<file path="src/rtl/uart_rx_pkg.sv">
// uart_rx_pkg: shared types and constants for the UART receiver.
// Provides the receiver state encoding, the default frame geometry
// and a helper that sizes counters from their terminal count.
package uart_rx_pkg;

  // Default frame geometry: 8 data bits, 16 oversampling ticks per bit.
  localparam int DATA_BITS_DEF = 8;
  localparam int SB_TICKS_DEF  = 16;

  // Line levels and the cleared value used by counters and registers.
  localparam logic HIGH  = 1'b1;
  localparam logic LOW   = 1'b0;
  localparam logic CLEAR = 1'b0;

  localparam int UART_RX_STATE_REG_SIZE = 3;

  // Receiver states.
  // WAIT_IDLE is entered after a stop bit sampled low. It holds off start
  // detection until the line goes high, so a break reports one error only.
  typedef enum logic [UART_RX_STATE_REG_SIZE-1:0] {
    UART_RX_STATE_IDLE      = 3'd0,
    UART_RX_STATE_START     = 3'd1,
    UART_RX_STATE_DATA      = 3'd2,
    UART_RX_STATE_STOP      = 3'd3,
    UART_RX_STATE_WAIT_IDLE = 3'd4
  } uart_rx_state_e;

  // Width of a counter that has to hold values 0 .. count-1 (at least 1 bit).
  function automatic int reg_width(input int count);
    return (count > 1) ? $clog2(count) : 1;
  endfunction

endpackage

</file>
<file path="src/rtl/uart_rx_sync.sv">
// uart_rx_sync: two-flop synchronizer for one asynchronous input.
// Ports: clk (sampling clock), reset (async, active low), i_async (raw input),
//        o_sync (synchronized copy, 2 clk of latency). Both flops reset to RST_VAL.
module uart_rx_sync #(
  parameter logic RST_VAL = 1'b1
) (
  input  logic clk,
  input  logic reset,
  input  logic i_async,
  output logic o_sync
);

  logic r_meta;
  logic r_sync;

  // The first flop may go metastable. Only the second flop is seen downstream.
  always_ff @(posedge clk or negedge reset) begin
    if (!reset) begin
      r_meta <= RST_VAL;
      r_sync <= RST_VAL;
    end else begin
      r_meta <= i_async;
      r_sync <= r_meta;
    end
  end

  assign o_sync = r_sync;

endmodule

</file>
<file path="src/rtl/uart_rx.sv">
// uart_rx: oversampling UART receiver (1 start, DATA_BITS data LSB first, 1 stop).
// Ports: clk, reset (async active low), s_tick (baud x SB_TICKS enable), rx (raw line),
//        dout (last word), rx_done_tick (1-clk completion pulse), frame_err (stop bit low).
module uart_rx
  import uart_rx_pkg::*;
#(
  parameter int DATA_BITS = DATA_BITS_DEF,
  parameter int SB_TICKS  = SB_TICKS_DEF    // must be even and >= 4
) (
  input  logic                 clk,
  input  logic                 reset,
  input  logic                 s_tick,
  input  logic                 rx,
  output logic [DATA_BITS-1:0] dout,
  output logic                 rx_done_tick,
  output logic                 frame_err
);

  localparam int S_REG_SIZE = reg_width(SB_TICKS);
  localparam int N_REG_SIZE = reg_width(DATA_BITS);
  localparam int B_REG_SIZE = DATA_BITS;

  // Terminal counts. The start bit ends at half a bit so that every later
  // sample falls in the middle of its bit.
  localparam logic [S_REG_SIZE-1:0] S_MID  = S_REG_SIZE'(SB_TICKS / 2 - 1);
  localparam logic [S_REG_SIZE-1:0] S_LAST = S_REG_SIZE'(SB_TICKS - 1);
  localparam logic [S_REG_SIZE-1:0] S_ONE  = S_REG_SIZE'(1);
  localparam logic [N_REG_SIZE-1:0] N_LAST = N_REG_SIZE'(DATA_BITS - 1);
  localparam logic [N_REG_SIZE-1:0] N_ONE  = N_REG_SIZE'(1);

  logic                  w_rx_s;
  uart_rx_state_e        r_state;
  logic [S_REG_SIZE-1:0] r_s;
  logic [N_REG_SIZE-1:0] r_n;
  logic [B_REG_SIZE-1:0] r_b;
  logic [DATA_BITS-1:0]  r_dout;
  logic                  r_done;
  logic                  r_ferr;

  // The line idles high, so the synchronizer also resets high. Otherwise
  // leaving reset would look like a start bit.
  uart_rx_sync #(
    .RST_VAL (HIGH)
  ) u_sync (
    .clk     (clk),
    .reset   (reset),
    .i_async (rx),
    .o_sync  (w_rx_s)
  );

  always_ff @(posedge clk or negedge reset) begin
    if (!reset) begin
      r_state <= UART_RX_STATE_IDLE;
      r_s     <= '0;
      r_n     <= '0;
      r_b     <= '0;
      r_dout  <= '0;
      r_done  <= CLEAR;
      r_ferr  <= CLEAR;
    end else begin
      r_done <= CLEAR;

      case (r_state)
        // A falling edge is acted on at once, whether or not a tick is present.
        // A tick in this same cycle is not counted, so r_s starts from 0.
        UART_RX_STATE_IDLE: begin
          if (w_rx_s == LOW) begin
            r_state <= UART_RX_STATE_START;
            r_s     <= '0;
          end
        end

        // Check the line again at mid start bit. If it is high, the low
        // pulse was a glitch: drop it and leave the outputs alone.
        UART_RX_STATE_START: begin
          if (s_tick) begin
            if (r_s == S_MID) begin
              if (w_rx_s == LOW) begin
                r_state <= UART_RX_STATE_DATA;
                r_s     <= '0;
                r_n     <= '0;
              end else begin
                r_state <= UART_RX_STATE_IDLE;
              end
            end else begin
              r_s <= r_s + S_ONE;
            end
          end
        end

        // One full bit period after the previous mid-bit lands at mid data
        // bit. Bits arrive LSB first, so shift them in from the top.
        UART_RX_STATE_DATA: begin
          if (s_tick) begin
            if (r_s == S_LAST) begin
              r_s <= '0;
              r_b <= {w_rx_s, r_b[B_REG_SIZE-1:1]};
              if (r_n == N_LAST) begin
                r_state <= UART_RX_STATE_STOP;
              end else begin
                r_n <= r_n + N_ONE;
              end
            end else begin
              r_s <= r_s + S_ONE;
            end
          end
        end

        // The frame completes at mid stop bit, not at the end of it. The
        // half bit left over absorbs baud skew, so a following start bit
        // right after a one-bit stop is not missed.
        UART_RX_STATE_STOP: begin
          if (s_tick) begin
            if (r_s == S_LAST) begin
              r_dout <= r_b;
              r_ferr <= ~w_rx_s;
              r_done <= HIGH;
              r_state <= (w_rx_s == HIGH) ? UART_RX_STATE_IDLE
                                          : UART_RX_STATE_WAIT_IDLE;
            end else begin
              r_s <= r_s + S_ONE;
            end
          end
        end

        // After a low stop bit (break or line held low), wait for the line
        // to go high before looking for a start bit again.
        UART_RX_STATE_WAIT_IDLE: begin
          if (w_rx_s == HIGH) begin
            r_state <= UART_RX_STATE_IDLE;
          end
        end

        default: begin
          r_state <= UART_RX_STATE_IDLE;
        end
      endcase
    end
  end

  assign dout         = r_dout;
  assign rx_done_tick = r_done;
  assign frame_err    = r_ferr;

endmodule

</file>
<file path="config.mk">
export PLATFORM = sky130hd
export DESIGN_NAME = uart_rx
export DESIGN_NICKNAME = d
export VERILOG_FILES = /design/src/rtl/uart_rx_pkg.sv /design/src/rtl/uart_rx_sync.sv /design/src/rtl/uart_rx.sv
export SDC_FILE = /design/constraint.sdc
export NUM_CORES = 1
export LEC_CHECK = 0
export ABC_AREA = 1
export BUFFER_PORTS_ARGS = -buffer_cell sky130_fd_sc_hd__buf_4
export CORE_ASPECT_RATIO = 1.4
export CORE_MARGIN = 4
export CORE_UTILIZATION = 46
export DETAILED_ROUTE_END_ITERATION = 7
export GPL_ROUTABILITY_DRIVEN = 0
export PLACE_DENSITY = 0.66
export SYNTH_ARGS = -nofsm -noshare
export SYNTH_HDL_FRONTEND = slang
export SYNTH_HIERARCHICAL = 1
export SYNTH_SLANG_ARGS = --single-unit
</file>
<file path="constraint.sdc">
create_clock -name clk -period 1.6 [get_ports clk]
set_input_delay 0.16 -clock clk [delete_from_list [all_inputs] [get_ports clk]]
set_output_delay 0.16 -clock clk [all_outputs]
set_load 0.05 [all_outputs]
</file>
==> results.json <==
{
  "outcome": "finished, final reports clean",
  "worst_slew_pin_slew_ns": 0.389,
  "detail_route.drc_violations": 0,
  "synth.top_cell.area_share_pct": 44.4,
  "track_usage_pct": 15.1,
  "cts-root-buf": "clkbuf_8",
  "coreArea_um2": 3210,
  "final_net_count": 218,
  "drt-total-wl_um": 3100,
  "ys_seq_elements": 30,
  "first_global_vias": 1266,
  "seq_area_frac_synth_pct": 47.7,
  "critPathCaptureType": "flop",
  "cp.arrival_ns": 1.69,
  "total_power_per_unit_cell_area_nw_per_um2": 1370,
  "layout-area-overhead-vs-synth_pct": 16.9,
  "post_dp_cell_area_um2": 1690,
  "cts_inserted_buffers": 5,
  "timing.critical_path.fanout_max": 3,
  "wl_per_cell_um": 12.3,
  "net_count_of_the_mapped_netlist": 196,
  "syn_avg_cell_area_um2": 8.35,
  "timing.hold.ws_ns": 0.337,
  "timing.max_cap.violations": 0,
  "max_freq_mhz": 678,
  "tns_ns": 0,
  "power_leakage_nw": 0.977,
  "post_synth_num_cell_types": 26,
  "die_area_um2": 4440,
  "final.period_utilization_pct": 92.1,
  "h-tree-depth": 2,
  "finalHoldViolCount": 0,
  "ir_worst_vdd_v": 0.000861,
  "hold_path_class": "input port to asynchronous set/reset pin",
  "finClkSkew_ns": 0.00383,
  "post-route-util_pct": 57.4,
  "timing.critical_path.from_type": "flop",
  "synth_warnings": 6,
  "dieWidth_um": 57.5,
  "synth_area_leaders": "dfrtp_1, nand2_1, inv_1",
  "setup_repair_after_global_routing_missed_its_margin": "false",
  "path_clk_slew_ns": 0.06,
  "clock_tree_from_tritoncts": "yes",
  "total_number_of_placement_rows": 24,
  "synth_top_area_cell": "dfrtp_1",
  "n_antenna_cell": 0,
  "syn-instance-count": 189,
  "grt_antenna_before_repair": 0,
  "clkSinkCount": 30,
  "most-common-layout-cells": "nand2_1, dfrtp_1, inv_1",
  "timing_worst_setup_path_type": "flop to flop",
  "top_level_ports": 14,
  "worstSkewPairLatency_ns": 0.27,
  "die_height_um": 77.3,
  "grt-ovfl-total": 0,
  "layout.cell_area.non_filler_um2": 1840,
  "port_buffers": 13,
  "grt_first_pass_wirelength_um": 5370,
  "critical-path-max-stage-delay_ns": 0.40,
  "via_per_inst": 5.08,
  "timing.critical_path.required_ns": 1.81,
  "detailed_place_hpwl_um": 2190,
  "min_period_ns": 1.47,
  "antenna_violating_nets_post_route": 0,
  "crit_top_cell": "nand2_1",
  "timing.slew.headroom_pct": 74.1,
  "critical-path-slowest-cell": "dfrtp_1",
  "cts-root-to-sink-buffers": 2,
  "grt_start_max_net_pins": 31,
  "post_synth_instance_area_um2": 1580,
  "initial_core_util_pct": 49.1,
  "pre_antenna_drt_iters": 4,
  "setup_viol_count_final": 0,
  "post_route_cells_drive_above_1_share_pct": 25.5,
  "critical_path.cell_chain": "ha_1 > ha_1 > nand3b_1 > nand2_1 > nand2_1 > nor2_2 > nand2_1 > nand2_1",
  "detailedRoute.firstIterationViolations": 41,
  "mostFrequentLayoutCell": "nand2_1",
  "slew_violations": 0,
  "detailroute.via_count": 1274
}
## routing by layer
metal / track usage, % / share of wire [%]
met1: 16.7 / 39
met2: 25.9 / 54
met3: 4.37 / 5.0
met4: 7.19 / 1.5
met5: 0 / 0
## cell usage after synthesis
library cell,instances
nand2_1,65
dfrtp_1,28
inv_1,22
nand3_1,13
nor2_1,10
o21ai_1,8
o21ai_2,7
nor2_4,4
buf_4,3
ha_1,3
nand2_2,3
nand3b_1,3
o21ai_0,3
dfstp_2,2
inv_2,2
nand2_4,2
nand3_2,2
a21oi_1,1
buf_12,1
buf_2,1
inv_4,1
nand4_1,1
nor2_2,1
nor2_8,1
nor3_1,1
xor2_1,1
## final timing paths
path,startpoint,end,slack [ns],cells after the start
max,r_n[0],r_n[2],0.13,8
min,reset,r_b[1],0.34,2
max reg2reg,r_n[0],r_n[2],0.13,8
min reg2reg,u_sync/r_meta,u_sync/o_sync,0.35,0
max in group asynchronous,reset,u_sync/r_meta,0.93,2
min in group clk,s_tick,rx_done_tick,0.34,3
## metrics by stage
step           setup WS, ns  total power, mW  instances
2_1_floorplan         0.259             1.62        189
3_3_place_gp          0.167             1.77        238
3_5_place_dp         0.0937             1.80        238
4_1_cts              0.0772             2.43        248
5_1_grt            0.000231             2.72        251
6_report              0.126             2.52        251
## kinds of logic after synthesis
family | after synthesis | synth area share, %
AOI/OAI and AO/OA | 19 | 7.69
buffers and inverters | 30 | 9.12
DFF | 30 | 47.7
adders and majority gates | 3 | 2.38
and+or+nand+nor | 106 | 32.5
xor gates and xnor gates | 1 | 0.555
## layout make-up
class	instances	area [um^2]
Clock buffer	7	86.3
Inverter	25	96.3
Fill cell	303	1370
Sequential cell	30	754
Multi-Input combinational cell	129	698
Tap cell	39	48.8
Clock inverter	1	5.00
Timing Repair Buffer	20	155
## power breakdown
part	internal (mW)	total (mW)	switching, mW
Combinational	0.364	0.942	0.577
Sequential	0.852	0.974	0.122
Clock	0.346	0.608	0.262
## flip-flops by register name, summed over array words and instances, names as in the netlist
register and flops:
rx_done_tick 1, r_n 3, u_sync/r_meta 1, r_b 8, frame_err 1, r_s 4, u_sync/o_sync 1, r_state 3
dout 8
## critical path, delay by kind of cell, from the launching register on
family                     cells  cell delay, ns
adders and majority gates      2            0.39
DFF                            1            0.40
and+or+nand+nor                6            0.62
## repair_timing
| item | CTS | global route |
|---|---|---|
| endpoints found under the setup margin | 0 | 10 |
| resized for setup | 0 | 5 |
| hold buffers | 2 | 0 |
| endpoints found under the hold margin | 29 | 0 |
| setup buffers | 0 | 3 |
Power figures use the tool's default switching activity.
